==> config.mk <==
export PLATFORM = sky130hd
export DESIGN_NAME = uart_rx
export DESIGN_NICKNAME = d
export VERILOG_FILES = /design/src/rtl/uart_rx.sv
export SDC_FILE = /design/constraint.sdc
export NUM_CORES = 1
export LEC_CHECK = 0
export CAP_MARGIN = 15
export CORE_UTILIZATION = 30
export CTS_BUF_LIST = sky130_fd_sc_hd__clkbuf_8
export CTS_CLUSTER_DIAMETER = 200
export CTS_CLUSTER_SIZE = 20
export DETAILED_ROUTE_END_ITERATION = 12
export PLACE_DENSITY = 0.48
export SYNTH_ARGS = -nofsm -noshare
export SYNTH_HDL_FRONTEND = slang
export SYNTH_SLANG_ARGS = --single-unit
export TNS_END_PERCENT = 1
==> constraint.sdc <==
create_clock -name UART_clk -period 1.6 [get_ports UART_clk]
set_input_delay 0.4 -clock UART_clk [delete_from_list [all_inputs] [get_ports UART_clk]]
set_output_delay 0.4 -clock UART_clk [all_outputs]
set_load 0.1 [all_outputs]
==> src/rtl/uart_rx.sv <==
// UART receiver: 2-flop synchroniser, start/data/parity/stop FSM with optional
// oversampling (mid-bit sampling), registered frame outputs and error flags.
module uart_rx #(
  parameter int unsigned ODD_nEVEN       = 1,
  parameter int unsigned SAMPLES_PER_BIT = 1
) (
  input  logic       UART_clk,
  input  logic       rst,
  input  logic       rx,
  output logic [7:0] data_out,
  output logic       rx_done_tick,
  output logic       parity_err,
  output logic       frame_err,
  output logic       rx_busy
);

  localparam int unsigned N  = SAMPLES_PER_BIT;
  localparam int unsigned M  = (N - 1) / 2;
  localparam int unsigned CW = (N > 1) ? $clog2(N) : 1;
  localparam logic [CW-1:0] TICK_LAST = CW'(N - 1);
  localparam logic [CW-1:0] TICK_MID  = CW'(M);
  localparam logic          M_ZERO    = (M == 0) ? 1'b1 : 1'b0;
  localparam logic          ODD_BIT   = 1'(ODD_nEVEN);

  typedef enum logic [2:0] {
    S_IDLE   = 3'd0,
    S_START  = 3'd1,
    S_DATA   = 3'd2,
    S_PARITY = 3'd3,
    S_STOP   = 3'd4,
    S_DONE   = 3'd5
  } state_t;

  function automatic logic parity_mismatch(input logic [7:0] data, input logic rx_par,
                                           input logic odd);
    return rx_par ^ (^data) ^ odd;
  endfunction

  state_t      state_q, state_d;
  logic        rx_meta_q, rx_sync_q, prev_q;
  logic [CW-1:0] tick_q, tick_d;
  logic [2:0]  bit_q, bit_d;
  logic [7:0]  shift_q, shift_d;
  logic        par_q, par_d;
  logic [7:0]  data_q, data_d;
  logic        done_q, done_d;
  logic        perr_q, perr_d;
  logic        ferr_q, ferr_d;
  logic        busy_q, busy_d;
  logic        edge_s;

  // A start edge needs the line seen high in the previous cycle.
  assign edge_s = ~rx_sync_q & prev_q;

  // Next-state and output-register logic for the receive FSM.
  always_comb begin
    state_d = state_q;
    tick_d  = tick_q;
    bit_d   = bit_q;
    shift_d = shift_q;
    par_d   = par_q;
    data_d  = data_q;
    done_d  = 1'b0;
    perr_d  = perr_q;
    ferr_d  = ferr_q;
    busy_d  = busy_q;
    case (state_q)
      S_IDLE: begin
        busy_d = 1'b0;
        if (edge_s) begin
          busy_d = 1'b1;
          bit_d  = 3'd0;
          if (M_ZERO) begin
            state_d = S_DATA;
            tick_d  = CW'(0);
          end else begin
            state_d = S_START;
            tick_d  = CW'(1);
          end
        end else begin
          tick_d = CW'(0);
        end
      end
      S_START: begin
        if (tick_q == TICK_MID) begin
          tick_d = CW'(0);
          if (!rx_sync_q) begin
            state_d = S_DATA;
          end else begin
            state_d = S_IDLE;
            busy_d  = 1'b0;
          end
        end else begin
          tick_d = tick_q + CW'(1);
        end
      end
      S_DATA: begin
        if (tick_q == TICK_LAST) begin
          tick_d  = CW'(0);
          shift_d = {rx_sync_q, shift_q[7:1]};
          bit_d   = bit_q + 3'd1;
          if (bit_q == 3'd7) begin
            state_d = S_PARITY;
          end else begin
            state_d = S_DATA;
          end
        end else begin
          tick_d = tick_q + CW'(1);
        end
      end
      S_PARITY: begin
        if (tick_q == TICK_LAST) begin
          tick_d  = CW'(0);
          par_d   = rx_sync_q;
          state_d = S_STOP;
        end else begin
          tick_d = tick_q + CW'(1);
        end
      end
      S_STOP: begin
        // Outputs are registered here so they are visible in the DONE cycle.
        if (tick_q == TICK_LAST) begin
          tick_d  = CW'(0);
          state_d = S_DONE;
          done_d  = 1'b1;
          busy_d  = 1'b0;
          data_d  = shift_q;
          perr_d  = parity_mismatch(shift_q, par_q, ODD_BIT);
          ferr_d  = ~rx_sync_q;
        end else begin
          tick_d = tick_q + CW'(1);
        end
      end
      S_DONE: begin
        state_d = S_IDLE;
      end
      default: begin
        state_d = S_IDLE;
        busy_d  = 1'b0;
        tick_d  = CW'(0);
      end
    endcase
  end

  // Synchroniser, edge history and all FSM/output registers.
  always_ff @(posedge UART_clk or posedge rst) begin
    if (rst) begin
      rx_meta_q <= 1'b1;
      rx_sync_q <= 1'b1;
      prev_q    <= 1'b1;
      state_q   <= S_IDLE;
      tick_q    <= CW'(0);
      bit_q     <= 3'd0;
      shift_q   <= 8'h00;
      par_q     <= 1'b0;
      data_q    <= 8'h00;
      done_q    <= 1'b0;
      perr_q    <= 1'b0;
      ferr_q    <= 1'b0;
      busy_q    <= 1'b0;
    end else begin
      rx_meta_q <= rx;
      rx_sync_q <= rx_meta_q;
      prev_q    <= rx_sync_q;
      state_q   <= state_d;
      tick_q    <= tick_d;
      bit_q     <= bit_d;
      shift_q   <= shift_d;
      par_q     <= par_d;
      data_q    <= data_d;
      done_q    <= done_d;
      perr_q    <= perr_d;
      ferr_q    <= ferr_d;
      busy_q    <= busy_d;
    end
  end

  assign data_out     = data_q;
  assign rx_done_tick = done_q;
  assign parity_err   = perr_q;
  assign frame_err    = ferr_q;
  assign rx_busy      = busy_q;

endmodule

==> results of run 1 <==
[layer usage]
| metal | vias up | wire [um] | track usage [%] |
|---|---|---|---|
| li1 | 337 | - | - |
| met4 | 0 | 51 | 7.979 |
| met5 | - | 0 | 0 |
| met2 | 15 | 972 | 18.11 |
| met1 | 363 | 930 | 14.80 |
| met3 | 5 | 87 | 4.623 |
[cells in the final DEF (no fill, tap or decap), types with 2 or more instances in the layout]
cell type,instances
buf_4,4
clkdlybuf4s50_1,2
a22o_1,2
dfrtp_1,27
dfstp_2,3
nor2b_1,2
nor2_1,8
a21oi_1,3
clkbuf_8,6
and2_1,2
buf_12,14
mux2_2,15
ha_1,2
xnor2_1,5
mux2_4,3
nand2_1,2
[cells in the mapped netlist]
library cell and number:
dfrtp_1 27, mux2_2 15, nor2_1 8, xnor2_1 5, a21oi_1 3, dfstp_2 3, mux2_4 3, a22o_1 2
and2_1 2, buf_4 2, buf_6 2, ha_1 2, nand2_1 2, nor2b_1 2, a211oi_1 1, a21o_1 1
a32o_1 1, inv_1 1, nor2_2 1, o21ai_0 1, or2_2 1, xnor3_1 1, xor2_1 1
[path summary, 6_finish.rpt]
check                                  startpoint                endpoint  slack, ns  cells past startpoint
min                           rx_meta_q$_DFF_PP1_     rx_sync_q$_DFF_PP1_       0.36                      0
max in group asynchronous                     rst     rx_sync_q$_DFF_PP1_       0.91                      3
min in group asynchronous                     rst  state_q[1]$_DFFE_PP0P_       0.46                      3
max                        state_q[0]$_DFFE_PP0P_  shift_q[3]$_DFFE_PP0N_       0.19                      4
min reg2reg                   rx_meta_q$_DFF_PP1_     rx_sync_q$_DFF_PP1_       0.36                      0
max reg2reg                state_q[0]$_DFFE_PP0P_  shift_q[3]$_DFFE_PP0N_       0.19                      4
[state kept, by name, summed over array words and instances, names as in the netlist]
signal,count
rx_busy,1
rx_done_tick,1
data_out,8
prev_q,1
rx_meta_q,1
rx_sync_q,1
frame_err,1
shift_q,8
state_q,3
par_q,1
parity_err,1
bit_q,3
[worst max-delay path: cells and delay by family (launching register included)]
kind | cells | cell delay [ns]
buffers and inverters | 1 | 0.15
DFF | 1 | 0.43
muxes | 1 | 0.33
and+or+nand+nor | 2 | 0.38
[per-stage QoR]
stage	hold WS, ns	std cells	instance area (sq um)	worst slack (ns)
2_1_floorplan	0.3452	87	1247	0.2419
3_3_place_gp	0.3470	153	1603	0.2209
3_5_place_dp	0.3548	153	1603	0.2033
4_1_cts	0.3639	160	1715	0.1859
5_1_grt	0.3666	160	1715	0.09478
6_report	0.3598	160	1715	0.1879
[kinds of logic after synthesis]
family	count (synthesis)
DFF	30
muxes	18
and+or+nand+nor	16
AOI/OAI and AO/OA	9
xor gates and xnor gates	7
buffers and inverters	5
adders and majority gates	2
[area by class of cell]
type | instances | area, sq um
inverters | 1 | 3.754
flip-flops and latches | 30 | 754.5
clock buffers | 6 | 82.58
repair buffers | 20 | 330.3
well taps | 50 | 62.56
fillers | 367 | 2285
clock inverters | 1 | 30.03
multi-input cells | 52 | 451.7
==> reports/metrics.csv, run 1 <==
stage,metric,value,unit
logic_synthesis,Synthesized Nets,92,
route,DRT Pass-1 Iters,4,
setup_path,kind of critical path,flip-flop to flip-flop,
setup_path,"critical path fanouts, max",12,
logic_synthesis,leading area contributor after synthesis,dfrtp_1,
logic_synthesis,simple-gate share of the synthesized area,6.018,%
job,MaxCap Viol Count,0,
setup_path,"Largest stage delay, worst path",0.43,ns
route,DRC,0,
route,WL/cell,12.76,um
grt,first-pass GRT wire length,3.822,mm
die,Die X,66.49,um
logic_synthesis,Synth area leaders,"dfrtp_1 54%, mux2_2 14%, dfstp_2 6.3%, mux2_4 3.6%, xnor2_1 3.5%",
timing,fmax,0.7081,GHz
route,via count,720,
logic_synthesis,register bit total from synthesis,30,
clock_network,clk_lat worst skew,0.28,ns
logic_synthesis,multiplexer share of the synthesized area,17.15,%
cells_and_area,share of layout cells above drive strength 1,43.64,%
timing,Final setup viols,0,
clock_network,"Setup Fix Bufs, Post-CTS",0,
cells_and_area,Finished Core Util,42.88,%
grt,Overflow after GRT,0,
grt,total track usage,12.25,%
route,final WL,2.042,mm
clock_network,# clock sinks,30,
timing,Fin. Hold Viols,0,
route,Iter 0 DRT Violations,21,
logic_synthesis,Synth Area in Compound Gates,5.015,%
clock_network,clock buffer count from CTS,5,
grt,vias in the first global route,799,
setup_path,CP endpoint kind,flip-flop,
die,Ports,15,
cells_and_area,diode count,0,
clock_network,CTS max path bufs,2,
die,core area,4000,sq um
place,count of input and output buffers,14,
timing,relative slew slack,72.72,%
cells_and_area,Area Overhead vs Synth,37.51,%
grt,initial antenna violation count,0,
logic_synthesis,Synth Area in Adders,2.006,%
logic_synthesis,Cells after Synth,87,
route,post-DR vias/cell,4.500,
logic_synthesis,Syn Area/Cell,14.34,sq um
die,Die Y,66.49,um
logic_synthesis,Synthesis Warnings,0,
timing,Final min period,1.412,ns
logic_synthesis,xor and xnor area share after synthesis,6.018,%
clock_network,"Gates resized, CTS repair",0,
cells_and_area,Final Net Count,115,
setup_path,worst endpoint required time,1.76,ns
timing,Slew @ Worst Pin,0.4049,ns
route,Final ANT Viol Nets,0,
clock_network,htree depth,2,
clock_network,clk root buf,clkbuf_8,
place,RePlAce Congestion,0.6852,
die,die area,4420,sq um
setup_path,CP cell instances,"nor2_1, and2_1, buf_12, mux2_2",
die,initial core utilization,31.19,%
die,# rows,23,
logic_synthesis,"Seq/Total Area, Yosys",60.48,%
clock_network,hold_buf cts,0,
timing,Final period util,88.26,%
timing,Slew Limit Fails,0,
logic_synthesis,Mapped Area,1247,sq um
setup_path,CP max stage cell,dfrtp_1,
timing,Max Clock Skew,0.003988,ns
worst_hold_path,min-delay worst type,flip-flop to flip-flop,
logic_synthesis,main combinational cell family by area after synthesis,multiplexers,
place,HPWL after detailed placement,1.412,mm
setup_path,Startpoint Class,flip-flop,
clock_network,CTS tree,built,
timing,RSZ-0062 raised after global routing,false,
grt,largest net degree at the start of global routing,31,
logic_synthesis,Yosys cell types,23,
clock_network,clock slew at reported path FFs,0.06,ns
status,outcome,finished clean,
logic_synthesis,share of the synthesized area in the top cell type,54.16,%
timing,Setup TNS,0,ns
setup_path,crit path DAT,1.57,ns
Power of run 1 is not shown: default switching activity piles up to over one toggle a cycle in this logic, so the estimate is an artifact.
==> run 2: changes to the inputs <==
--- a/config.mk
+++ b/config.mk
@@ -15,4 +15,4 @@
 export SYNTH_ARGS = -nofsm -noshare
 export SYNTH_HDL_FRONTEND = slang
 export SYNTH_SLANG_ARGS = --single-unit
-export TNS_END_PERCENT = 1
+export TNS_END_PERCENT = 50
==> results of run 2 <==
Same layout as run 1: the final DEF is identical, and so are final timing and power.
Power of run 2 is left out for the same reason.
==> run 3: changes to the inputs <==
--- a/config.mk
+++ b/config.mk
@@ -11,7 +11,6 @@
 export CTS_CLUSTER_DIAMETER = 200
 export CTS_CLUSTER_SIZE = 20
 export DETAILED_ROUTE_END_ITERATION = 12
-export PLACE_DENSITY = 0.48
 export SYNTH_ARGS = -nofsm -noshare
 export SYNTH_HDL_FRONTEND = slang
 export SYNTH_SLANG_ARGS = --single-unit
==> constraint.sdc (replaced) <==
create_clock -name UART_clk -period 1.7 [get_ports UART_clk]
set_input_delay 0.425 -clock UART_clk [delete_from_list [all_inputs] [get_ports UART_clk]]
set_output_delay 0.425 -clock UART_clk [all_outputs]
set_load 0.1 [all_outputs]
==> run 3 against run 2 <==
Compared with the run above: die area stayed put; flip-flop and latch count did not move; utilization down 0.88 points; non-clock buffer count shrank 1; critical endpoint is now shift_q[0]$_DFFE_PP0N_; first-iteration DRC count down 33%; worst hold slack got worse by 0.00088 ns; count of clock-buffer cells in the layout grew 2; routed wire length rose by 0.93%; critical path type unchanged.
==> reports/metrics.csv, run 3 (synthesis gave the netlist of run 1 again) <==
stage,metric,value,unit
worst_hold_path,Hold Startpoint,rx_meta_q$_DFF_PP1_,
clock_network,clk_lat worst skew,0.28,ns
setup_path,"critical path fanouts, max",9,
cells_and_area,diode count,0,
clock_network,"Gates resized, CTS repair",0,
setup_path,"Largest stage delay, worst path",0.42,ns
timing,Final min period,1.511,ns
clock_network,clock buffer count from CTS,5,
route,DRT Pass-1 Iters,4,
timing,Max Clock Skew,0.002856,ns
route,DRC,0,
route,via count,706,
setup_path,Reg-to-Reg Start,state_q[2]$_DFFE_PP0P_,
route,Iter 0 DRT Violations,14,
grt,initial antenna violation count,0,
clock_network,# clock sinks,30,
clock_network,hold_buf cts,0,
clock_network,CTS max path bufs,2,
place,count of input and output buffers,14,
timing,Fin. Hold Viols,0,
setup_path,worst endpoint required time,1.86,ns
worst_hold_path,hold depth,0,
worst_hold_path,min-delay worst type,flip-flop to flip-flop,
setup_path,CP max stage cell,dfrtp_1,
clock_network,clock slew at reported path FFs,0.06,ns
die,Die X,66.49,um
die,core area,4000,sq um
die,# rows,23,
setup_path,reg2reg end,shift_q[0]$_DFFE_PP0N_,
die,Ports,15,
clock_network,clk root buf,clkbuf_8,
clock_network,CTS tree,built,
setup_path,crit path DAT,1.67,ns
timing,fmax,0.6617,GHz
job,MaxCap Viol Count,0,
clock_network,"Setup Fix Bufs, Post-CTS",0,
setup_path,CP cell instances,"nor2_1, and2_1, mux2_2",
route,Final ANT Viol Nets,0,
place,RePlAce Congestion,0.8070,
timing,relative slew slack,71.12,%
timing,RSZ-0062 raised after global routing,false,
grt,vias in the first global route,759,
clock_network,htree depth,2,
status,outcome,finished clean,
setup_path,CP endpoint kind,flip-flop,
die,initial core utilization,31.19,%
place,HPWL after detailed placement,1.430,mm
timing,Final setup viols,0,
route,post-DR vias/cell,4.413,
cells_and_area,"most common cell after layout, fill and taps aside",dfrtp_1,
grt,total track usage,12.17,%
die,Die Y,66.49,um
timing,Setup TNS,0,ns
grt,first-pass GRT wire length,3.739,mm
setup_path,Reg2Reg Depth,3,
route,WL/cell,12.88,um
die,die area,4420,sq um
timing,Slew @ Worst Pin,0.4287,ns
route,final WL,2.061,mm
worst_hold_path,worst hold endpoint,rx_sync_q$_DFF_PP1_,
setup_path,r2r setup slk,0.19,ns
cells_and_area,"commonest cells after routing, fill and taps aside","27 x dfrtp_1, 15 x mux2_2, 12 x buf_12",
cells_and_area,Area Overhead vs Synth,34.70,%
setup_path,kind of critical path,flip-flop to flip-flop,
setup_path,Startpoint Class,flip-flop,
grt,largest net degree at the start of global routing,31,
cells_and_area,share of layout cells above drive strength 1,43.64,%
timing,Final period util,88.90,%
cells_and_area,Final Net Count,114,
timing,Slew Limit Fails,0,
grt,Overflow after GRT,0,
==> run 3: layout make-up <==
cell class                      instances  area (sq um)
Fill cell                             365          2320
Sequential cell                        30         754.5
Multi-Input combinational cell         52         451.7
Timing Repair Buffer                   19         297.8
Clock buffer                            8         110.1
Tap cell                               50         62.56
Inverter                                1         3.754
==> run 3: worst max-delay path by stage <==
| stage | start | end | cells past startpoint |
|---|---|---|---|
| floorplan | state_q[1]$_DFFE_PP0P_ | data_out[0]$_DFFE_PP0N_ | 6 |
| global placement | state_q[2]$_DFFE_PP0P_ | shift_q[3]$_DFFE_PP0N_ | 3 |
| detailed placement | state_q[2]$_DFFE_PP0P_ | shift_q[0]$_DFFE_PP0N_ | 3 |
| CTS | state_q[2]$_DFFE_PP0P_ | shift_q[0]$_DFFE_PP0N_ | 3 |
| global route | state_q[2]$_DFFE_PP0P_ | shift_q[0]$_DFFE_PP0N_ | 3 |
| finish | state_q[2]$_DFFE_PP0P_ | shift_q[0]$_DFFE_PP0N_ | 3 |
==> run 3: critical path: cells and delay by family, from the launching register on <==
kind,cells,cell delay (ns)
and+or+nand+nor,2,0.58
DFF,1,0.42
muxes,1,0.39
==> run 3: through the flow <==
step | cells | utilization [%] | worst slack, ns | hold WS (ns) | cell area (sq um)
after CTS | 160 | 42.01 | 0.1916 | 0.3599 | 1680
after global placement | 152 | 39.26 | 0.2736 | 0.3460 | 1570
after detailed placement | 152 | 39.26 | 0.1981 | 0.3509 | 1570
final | 160 | 42.01 | 0.1888 | 0.3589 | 1680
after global routing | 160 | 42.01 | 0.1037 | 0.3607 | 1680
after floorplan | 87 | - | 0.3419 | 0.3452 | 1247
==> run 3: metal layers <==
layer	share of wire [%]	track usage, %	up-vias
met1	46	15.12	343
met3	4.9	6.164	5
met2	47	16.71	14
met4	2.5	7.181	0
met5	0	0	-
li1	-	-	344
Power of run 3 is left out for the same reason.
